## src/rtl/gray_bin_conv_pipe_if.sv

```systemverilog
// Valid/ready word stream carrying a conversion mode and an optional adjacency-error flag.
// The master drives the payload and valid; the slave drives ready.
interface gray_bin_conv_pipe_if #(
    parameter int WIDTH = 8
) ();
    logic             valid;
    logic             ready;
    logic             mode;
    logic [WIDTH-1:0] data;
    logic             adj_err;

    modport master (
        output valid,
        output mode,
        output data,
        output adj_err,
        input  ready
    );

    // A producer feeding the converter never supplies an error flag, so the sink side omits it.
    modport slave (
        input  valid,
        input  mode,
        input  data,
        output ready
    );
endinterface

```

## src/rtl/gray_bin_conv_pipe.sv

```systemverilog
// Two-stage pipelined Gray<->binary converter with valid/ready on both sides and a per-word mode.
// Optional Gray adjacency checking on mode-0 input words is enabled by defining GB_ADJ_CHECK_EN.
module gray_bin_conv_pipe #(
    parameter int WIDTH = 8
) (
    input  logic                 clk,
    input  logic                 rst,
    gray_bin_conv_pipe_if.slave  src,
    gray_bin_conv_pipe_if.master snk
);

    typedef struct packed {
        logic             mode;
        logic [WIDTH-1:0] data;
        logic             flag;
    } stage_t;

    function automatic logic [WIDTH-1:0] gray2bin(input logic [WIDTH-1:0] g);
        logic [WIDTH-1:0] b;
        b[WIDTH-1] = g[WIDTH-1];
        for (int i = WIDTH - 2; i >= 0; i--) begin
            b[i] = b[i+1] ^ g[i];
        end
        return b;
    endfunction

    function automatic logic [WIDTH-1:0] bin2gray(input logic [WIDTH-1:0] b);
        return b ^ (b >> 1);
    endfunction

    logic   s1_valid;
    logic   s2_valid;
    stage_t s1_q;
    stage_t s2_q;
    stage_t s2_d;
    logic   s1_adv;
    logic   s2_adv;
    logic   in_xfer;
    logic   in_flag;

    assign s2_adv    = !s2_valid | snk.ready;
    assign s1_adv    = !s1_valid | s2_adv;
    assign src.ready = s1_adv;
    assign in_xfer   = src.valid & s1_adv;

`ifdef GB_ADJ_CHECK_EN
    logic             hist_valid;
    logic [WIDTH-1:0] hist_data;
    logic [WIDTH-1:0] hist_diff;

    // More than one differing bit is exactly when clearing the lowest set bit leaves a nonzero value.
    assign hist_diff = src.data ^ hist_data;
    assign in_flag   = hist_valid & ~src.mode & (|(hist_diff & (hist_diff - WIDTH'(1))));

    always_ff @(posedge clk) begin
        if (rst) begin
            hist_valid <= 1'b0;
            hist_data  <= '0;
        end else if (in_xfer && !src.mode) begin
            hist_valid <= 1'b1;
            hist_data  <= src.data;
        end
    end
`else
    assign in_flag = 1'b0;
`endif

    always_comb begin
        // NOTE: every always_comb output gets a full default first so no path can infer a latch.
        s2_d      = s1_q;
        s2_d.data = s1_q.mode ? bin2gray(s1_q.data) : gray2bin(s1_q.data);
    end

    // NOTE: sequential state uses non-blocking assignments so all registers sample pre-edge values.
    always_ff @(posedge clk) begin
        if (rst) begin
            s1_valid <= 1'b0;
            s1_q     <= '0;
        end else if (s1_adv) begin
            s1_valid <= src.valid;
            if (src.valid) begin
                s1_q.mode <= src.mode;
                s1_q.data <= src.data;
                s1_q.flag <= in_flag;
            end
        end
    end

    always_ff @(posedge clk) begin
        if (rst) begin
            // NOTE: payload registers are reset too because the outputs must read zero after reset.
            s2_valid <= 1'b0;
            s2_q     <= '0;
        end else if (s2_adv) begin
            s2_valid <= s1_valid;
            if (s1_valid) begin
                s2_q <= s2_d;
            end
        end
    end

    assign snk.valid   = s2_valid;
    assign snk.mode    = s2_q.mode;
    assign snk.data    = s2_q.data;
    assign snk.adj_err = s2_q.flag;

endmodule

```

## src/flat_wrapper.sv

```systemverilog
// flat-port wrapper written by rule: the top's interface ports become plain ports
module gray_bin_conv_pipe_flat 
#(
    parameter int WIDTH = 8
)
  (clk, rst, src_valid, src_mode, src_data, src_ready, snk_valid, snk_mode, snk_data, snk_adj_err, snk_ready);
  gray_bin_conv_pipe_if #(.WIDTH(WIDTH)) src_i ();
  gray_bin_conv_pipe_if #(.WIDTH(WIDTH)) snk_i ();
  input  logic clk;
  input  logic rst;
  input wire logic [$bits(src_i.valid)-1:0] src_valid;
  input wire logic [$bits(src_i.mode)-1:0] src_mode;
  input wire logic [$bits(src_i.data)-1:0] src_data;
  output wire logic [$bits(src_i.ready)-1:0] src_ready;
  output wire logic [$bits(snk_i.valid)-1:0] snk_valid;
  output wire logic [$bits(snk_i.mode)-1:0] snk_mode;
  output wire logic [$bits(snk_i.data)-1:0] snk_data;
  output wire logic [$bits(snk_i.adj_err)-1:0] snk_adj_err;
  input wire logic [$bits(snk_i.ready)-1:0] snk_ready;
  assign src_i.valid = src_valid;
  assign src_i.mode = src_mode;
  assign src_i.data = src_data;
  assign src_ready = src_i.ready;
  assign snk_valid = snk_i.valid;
  assign snk_mode = snk_i.mode;
  assign snk_data = snk_i.data;
  assign snk_adj_err = snk_i.adj_err;
  assign snk_i.ready = snk_ready;
  gray_bin_conv_pipe #(.WIDTH(WIDTH)) u_core (.clk(clk), .rst(rst), .src(src_i), .snk(snk_i));
endmodule
```

## config.mk

```make
export PLATFORM = sky130hd
export DESIGN_NAME = gray_bin_conv_pipe_flat
export DESIGN_NICKNAME = d
export VERILOG_FILES = /design/src/rtl/gray_bin_conv_pipe_if.sv /design/src/rtl/gray_bin_conv_pipe.sv /design/src/flat_wrapper.sv
export SDC_FILE = /design/constraint.sdc
export NUM_CORES = 1
export LEC_CHECK = 0
export ABC_AREA = 1
export CORE_MARGIN = 2
export CORE_UTILIZATION = 40
export DETAILED_ROUTE_END_ITERATION = 16
export GPL_TIMING_DRIVEN = 0
export PLACE_DENSITY_LB_ADDON = 0.05
export SETUP_SLACK_MARGIN = 0.2
export SYNTH_ARGS = -nofsm -noshare
export SYNTH_HDL_FRONTEND = slang
export SYNTH_SLANG_ARGS = --single-unit
```

## constraint.sdc

```tcl
create_clock -name clk -period 1.7 [get_ports clk]
set_clock_uncertainty 0.1 [all_clocks]
set_input_delay 0.255 -clock clk [delete_from_list [all_inputs] [get_ports clk]]
set_output_delay 0.255 -clock clk [all_outputs]
set_load 0.02 [all_outputs]
```

# Word-level counts from Yosys, hierarchy flattened
# Cells that the tools add are included.
[word_totals]
reg_bits = 20
[classes]
muxes = 1
bitwise = 10
n_reduce_logical = 4
[op_table]
columns = ["operator", "count"]
rows = [
  ["8-bit two-way mux", 1],
  ["8-bit by 7-bit bitwise XOR with 8-bit output", 1],
  ["1-bit bitwise XOR", 7],
  ["2-bit AND reduction", 2],
  ["1-bit zero test", 2],
  ["1-bit bitwise OR", 2],
]

# Longest topological paths before layout
# Gate-level depths: netlist of the first run.
[depth]
word_depth = 8
depth_mapped = 11

# Worst setup path before layout of the first run
# No wires, ideal clock.
[synth_timing]
kind = "register -> register"
from = "register u_core.s2_valid (netlist: u_core.snk.valid)"
to = "register u_core.s1_q[1] (netlist name)"
setup_time_ns = 0.064
t_arrival_ns = 1.286
required_time_ns = 1.536
setup_slack_ns = 0.250
stages_incl_launch_ff = 6
n_path_buf = 1
path_cell_list = "dfxtp_1 nand3_1 nand2_1 buf_2 o21ai_1 nor2_1"
[synth_via]
elab_chain_len = 4
[synth_rtl]
columns = ["item", "line", "source"]
rows = [
  ["start, declared", "gray_bin_conv_pipe.sv:32", "logic s2_valid;"],
  ["start signal, assigned", "gray_bin_conv_pipe.sv:95", "s2_valid <= s1_valid;"],
  ["1-bit zero test", "gray_bin_conv_pipe.sv:41", "assign s2_adv = !s2_valid | snk.ready;"],
  ["1-bit bitwise OR", "gray_bin_conv_pipe.sv:41", ""],
  ["1-bit bitwise OR", "gray_bin_conv_pipe.sv:42", "assign s1_adv = !s1_valid | s2_adv;"],
  ["net src_ready", "flat_wrapper.sv:14", "output wire logic [$bits(src_i.ready)-1:0] src_ready;"],
  ["2-bit AND reduction (no line)", "-", ""],
  ["end, declared", "gray_bin_conv_pipe.sv:33", "stage_t s1_q;"],
]
# The timed path passes the listed nets, and every way through them passes these cells.
# A chain may end at the register's enable or synchronous reset.

# Worst setup path in the final report of the first run
[layout_timing]
from = "input snk_ready"
to = "output src_ready"
[layout_via]
elab_chain_len = 2
[layout_rtl]
columns = ["item", "line", "source"]
rows = [
  ["start, declared", "flat_wrapper.sv:19", "input wire logic [$bits(snk_i.ready)-1:0] snk_ready;"],
  ["1-bit bitwise OR", "gray_bin_conv_pipe.sv:41", ""],
  ["1-bit bitwise OR", "gray_bin_conv_pipe.sv:42", ""],
  ["end, declared", "flat_wrapper.sv:14", ""],
]
# Every way passes these cells.

==> flow_metrics.tcl, run 1 <==
set metrics [dict create \
    outcome "finished clean" \
    syn_area_per_cell_sq_um 7.70 \
    drc 0 \
    rows 17 \
    dr_total_vias 876 \
    num_antenna_cells 0 \
    pwr_density_cell_nw_per_um2 818 \
    synth_top_area_share_pct 44.1 \
    ctsHoldBuffers 0 \
    min_period_ps 1410 \
    required_ps 1340 \
    hold_viol 0 \
    fin_area_sq_um 1220 \
    hold_start "u_core.s1_q[4]" \
    start_util_pct 41.9 \
    grt_pass1_vias 788 \
    firstDrtPassIters 4 \
    synth_area_sq_um 908 \
    slew_violations 0 \
    drt_iter0_drc 11 \
    setup_ws_ps 289 \
    clk_latency_ps 300 \
    arrival_ps 1060 \
    antenna_found_initial 0 \
    drtAntennaViolNets 0 \
    synth_cell_types 21 \
    port_buffers 23 \
    drive_above_1_share_pct 21.4 \
    totalWireLength_mm 2.04 \
    grt_max_degree 11 \
    nFillCells 225 \
    die_w_um 51.7 \
    clk_pin_slew_ps 100 \
    grt.total_usage_pct 17.0 \
    startpoint "snk_ready" \
    pre_cts_ws_ps -209 \
    overflow 0 \
    grt_pass1_wl_mm 3.36 \
    dp_hpwl_mm 1.42 \
    yosysMostFrequentCell "dfxtp_1" \
    finalSetupViolations 0 \
    ios 25 \
    place_congestion 0.730 \
    nNetsFinal 160 \
    syn2layout_area_growth_pct 34.8 \
    max_freq_ghz 0.708 \
    synth_edf_count 0 \
    dieArea_sq_um 2670 \
    htreeDepth 1 \
    cts_tree "built" \
    post-route-util_pct 56.5 \
    synthesis.nets 131 \
    yosys.area.top_type "dfxtp_1" \
    post_drt_wl_per_cell_um 11.8 \
    ir_worst_vdd_v 0.000450 \
    crit_type "in2out" \
    rsz0062_at_grt "false" \
    core_area_sq_um 2170 \
    power_leakage_nw 0.543 \
    r2r_start "u_core.s1_q[7]" \
    synthArstFlopShare_pct 0 \
    vias_per_cell 5.06 \
    path_max_fanout 3 \
    placed_cell_area_sq_um 1170 \
    clock-sinks 20 \
    period_share_pct 83.0 \
    cts.root.buffer_cell "clkbuf_4" \
    syn_inst 118 \
    worst_setup_path_start_kind "primary input" \
    drv_cap 0 \
    ys_ff_latch 20 \
    ys_seq_area_share_pct 44.1 \
    yosysWarnings 0 \
    cp-end-kind "output pin" \
    die_h_um 51.7 \
    ys.flop_type "dfxtp_1" \
    cts_buffers 3 \
    min_path_type "reg2reg" \
    cts_buffer_depth 2 \
    synth_area_leaders "dfxtp_1, o21ai_0, a21oi_1" \
    synth_common_cells "dfxtp_1, nand2_1, o21ai_0" \
]
path summary, 6_finish.rpt:
kind / end / slack, ps / cells past startpoint
worst max-delay path: src_ready / 290 / 4
worst min-delay path: u_core.s1_q[4] / 410 / 2
worst max register to register: u_core.snk.data[0] / 310 / 11
worst min register to register: u_core.s1_q[4] / 410 / 2
per-stage QoR:
stage	hold WS, ps	TNS (ps)	cells	total power (W)
final	406	0	173	0.00100
after global routing	444	0	173	0.00106
after CTS	413	0	172	0.000995
after detailed placement	400	-1910	169	0.000790
after global placement	382	-1340	169	0.000785
after floorplan	224	0	118	0.000696
power by group:
part,total [W],switching (W),internal [W]
Sequential,0.000531,0.0000271,0.000504
Combinational,0.000250,0.000144,0.000106
Clock,0.000221,0.000139,0.0000826
Total,0.00100,0.000310,0.000692
routing by layer:
metal	share of wire, %	vias up	routed length (um)	track usage [%]
met1	46	398	933	21.8
met2	48	24	982	28.0
li1	-	449	-	-
met5	0	-	0	0
met4	1.8	0	37	7.89
met3	4.3	5	87	2.59
sequential cells by signal, indices dropped and copies added, names as in the netlist:
signal / flops
u_core.snk.mode: 1
u_core.s1_q: 9
u_core.snk.valid: 1
u_core.s1_valid: 1
u_core.snk.data: 8
critical path: stages:
cell             delay [ps]
clkdlybuf4s50_1         450
inv_1                    50
nand3_1                 110
clkbuf_2                190
area by class of cell:
cell class	count	area, sq um	share of cell area, %
inverter	13	53.8	4.39
sequential	20	410	33.5
timing repair buffer	24	220	18.0
clock buffer	3	22.5	1.84
multi-input combinational	81	459	37.5
buffer	4	23.8	1.94
tap	28	35.0	2.86
cells in the final DEF, fill, tap and decap left out, types with 3 or more instances in the layout:
| cell | netlist | routed |
|---|---|---|
| clkbuf_4 | 0 | 3 |
| nand2_1 | 17 | 15 |
| a31oi_1 | 4 | 4 |
| o21ai_1 | 4 | 4 |
| dlygate4sd2_1 | 0 | 10 |
| buf_4 | 1 | 3 |
| nor2_1 | 8 | 8 |
| clkdlybuf4s50_1 | 0 | 12 |
| a21oi_1 | 13 | 13 |
| nand2_2 | 4 | 4 |
| dfxtp_1 | 20 | 16 |
| o21ai_0 | 16 | 16 |
| inv_1 | 8 | 7 |
| nand3_2 | 2 | 3 |
| nand3_1 | 6 | 5 |
| inv_2 | 5 | 4 |
kinds of logic (layout without fill, tap and decap cells):
kind of cell	after synthesis	count (layout)	synth area share (%)
AO/OA/AOI/OAI	39	39	22.9
other	1	1	0.413
buffers and inverters	17	44	7.58
XOR/XNOR	1	1	1.79
AND/OR/NAND/NOR	40	40	23.3
flip-flops	20	20	44.1
timing repair:
item                                    in CTS  in global routing
endpoints found under the setup margin      19                 11
buffers inserted                             0                  1
pin swaps                                    0                  2
cloned                                       0                  0
gates resized for setup                     12                 19
(Power assumes the default switching activity.)
==> inputs of run 2 (changes only) <==
==> constraint.sdc (replaced) <==
create_clock -name clk -period 1.45 [get_ports clk]
set_clock_uncertainty 0.1 [all_clocks]
set_input_delay 0.2175 -clock clk [delete_from_list [all_inputs] [get_ports clk]]
set_output_delay 0.2175 -clock clk [all_outputs]
set_load 0.02 [all_outputs]
==> run 2 against run 1 <==
Non-clock buffer count grew 2. Worst hold slack worse by 280 ps. Setup slack worse by 210 ps. Combinational power increased by 29%. Global-route usage rose by 1.6 points.
==> flow_metrics.tcl, run 2 (synthesized netlist as in run 1, its figures left out) <==
set metrics [dict create \
    outcome "finished clean" \
    drc 0 \
    r2r_start "u_core.s1_q[8]" \
    syn2layout_area_growth_pct 41.2 \
    grt_pass1_wl_mm 3.59 \
    drv_cap 0 \
    post_drt_wl_per_cell_um 12.1 \
    r2r.worst_path.cells 9 \
    die_w_um 51.7 \
    ir_worst_vdd_v 0.000577 \
    r2r-end "u_core.snk.data[1]" \
    power.share.combinational_pct 26.3 \
    clock-sinks 20 \
    clk_pin_slew_ps 110 \
    r2r_slack_ps 80 \
    firstDrtPassIters 4 \
    drtAntennaViolNets 0 \
    rsz0062_at_grt "true" \
    grt_max_degree 11 \
    internal-power_w 0.000830 \
    placed_cell_area_sq_um 1180 \
    min_path_cells 4 \
    htreeDepth 1 \
    ios 25 \
    dieArea_sq_um 2670 \
    grt.total_usage_pct 18.5 \
    reg.largest.list "u_core.s1_q x9, u_core.snk.data x8" \
    nNetsFinal 162 \
    antenna_found_initial 0 \
    final_common_cell "o21ai_0" \
    hold_viol 0 \
    die_h_um 51.7 \
    drive_above_1_share_pct 38.8 \
    ctsHoldBuffers 0 \
    hold_start "snk_ready" \
    cts_buffers 3 \
    required_ps 1600 \
    dr_total_vias 863 \
    drt_iter0_drc 14 \
    cts_tree "built" \
    cts.root.buffer_cell "clkbuf_4" \
    start_util_pct 41.9 \
    pwr_density_cell_nw_per_um2 953 \
    min_period_ps 1370 \
    grt_pass1_vias 827 \
    slew_violations 0 \
    min_to "u_core.snk.valid" \
    core_area_sq_um 2170 \
    p_sw_w 0.000392 \
    cts_buffer_depth 2 \
    num_antenna_cells 0 \
    vias_per_cell 4.93 \
    port_buffers 23 \
    power_leakage_nw 0.554 \
    rows 17 \
    fin_area_sq_um 1280 \
    nFillCells 217 \
    pwr-share-clk_pct 22.4 \
    finalSetupViolations 0 \
    largest_reg_flops 9 \
    overflow 0 \
    clk_latency_ps 310 \
    top_register "u_core.s1_q" \
    finalPower_w 0.00122 \
    place_congestion 0.757 \
    arrival_ps 1520 \
    swShare_pct 32.1 \
    crit_type "reg2reg" \
    min_path_type "in2reg" \
    totalWireLength_mm 2.11 \
    worst_setup_path_start_kind "register" \
    cp-end-kind "register" \
    path_max_fanout 4 \
    max_freq_ghz 0.727 \
    layout_common_cells "o21ai_0, a21oi_1, dfxtp_1" \
    seq_power_share_pct 51.3 \
    period_share_pct 94.8 \
    dp_hpwl_mm 1.47 \
]
-- run 2: worst max path at each step --
| stage | start | slack (ps) | end | cells after the start |
|---|---|---|---|---|
| 6_report | u_core.s1_q[8] | 80 | u_core.snk.data[1] | 9 |
| 5_1_grt | u_core.s1_q[7] | -10 | u_core.snk.data[1] | 9 |
| 4_1_cts | u_core.s1_q[4] | 80 | u_core.snk.data[0] | 11 |
| 3_5_place_dp | snk_ready | -430 | u_core.snk.data[0] | 9 |
| 3_3_place_gp | snk_ready | -440 | u_core.snk.data[0] | 9 |
| 2_1_floorplan | u_core.s1_q[7] | 180 | u_core.snk.data[0] | 11 |
-- run 2: timing repair --
item,4_1_cts,5_1_grt
pin swaps,2,4
gates cloned,0,0
endpoints found under the setup margin,25,28
setup buffers,3,0
gates resized for setup,58,23
-- run 2: power by group through the flow --
stage | registers [W] | clock network (W) | logic (W)
global placement | 0.000632 | 0 | 0.000292
floorplan | 0.000656 | 0 | 0.000163
finish | 0.000627 | 0.000273 | 0.000322
CTS | 0.000627 | 0.000274 | 0.000328
detailed placement | 0.000635 | 0 | 0.000297
global route | 0.000633 | 0.000299 | 0.000359
-- run 2: layer usage --
layer / GRT usage [%] / wire (um) / part of all wire (%)
met1: 23.7 / 1020 / 48
met4: 10.5 / 45 / 2.1
met3: 2.59 / 84 / 4.0
met2: 29.9 / 962 / 46
met5: 0 / 0 / 0
-- run 2: cell type report --
| type | instances | area (sq um) | area share, % |
|---|---|---|---|
| multi-input cells | 81 | 499 | 38.9 |
| flip-flops and latches | 20 | 414 | 32.3 |
| inverters | 13 | 58.8 | 4.59 |
| well taps | 28 | 35.0 | 2.73 |
| repair buffers | 26 | 213 | 16.6 |
| plain buffers | 4 | 40.0 | 3.12 |
| clock buffers | 3 | 22.5 | 1.76 |
-- run 2: through the flow --
| stage | utilization [%] | hold slack, ps | worst slack [ps] | std cells | setup TNS [ps] |
|---|---|---|---|---|---|
| final | 59.1 | 125 | 75.3 | 175 | 0 |
| after global routing | 59.1 | 152 | -11.5 | 175 | -19.9 |
| after CTS | 59.9 | 390 | 78.6 | 175 | 0 |
| after detailed placement | 54.6 | 381 | -426 | 169 | -4910 |
| after global placement | 54.6 | 383 | -437 | 169 | -4810 |
| after floorplan | - | 179 | 184 | 118 | 0 |
-- run 2: critical path: stages, from the launching register on --
cell and delay (ps):
dfxtp_4 400, inv_4 50, nand2_4 70, nand3_4 80, nand2_2 90, nand2_1 50, nand3b_1 90, nand3_2 100
buf_4 150, a31oi_1 130
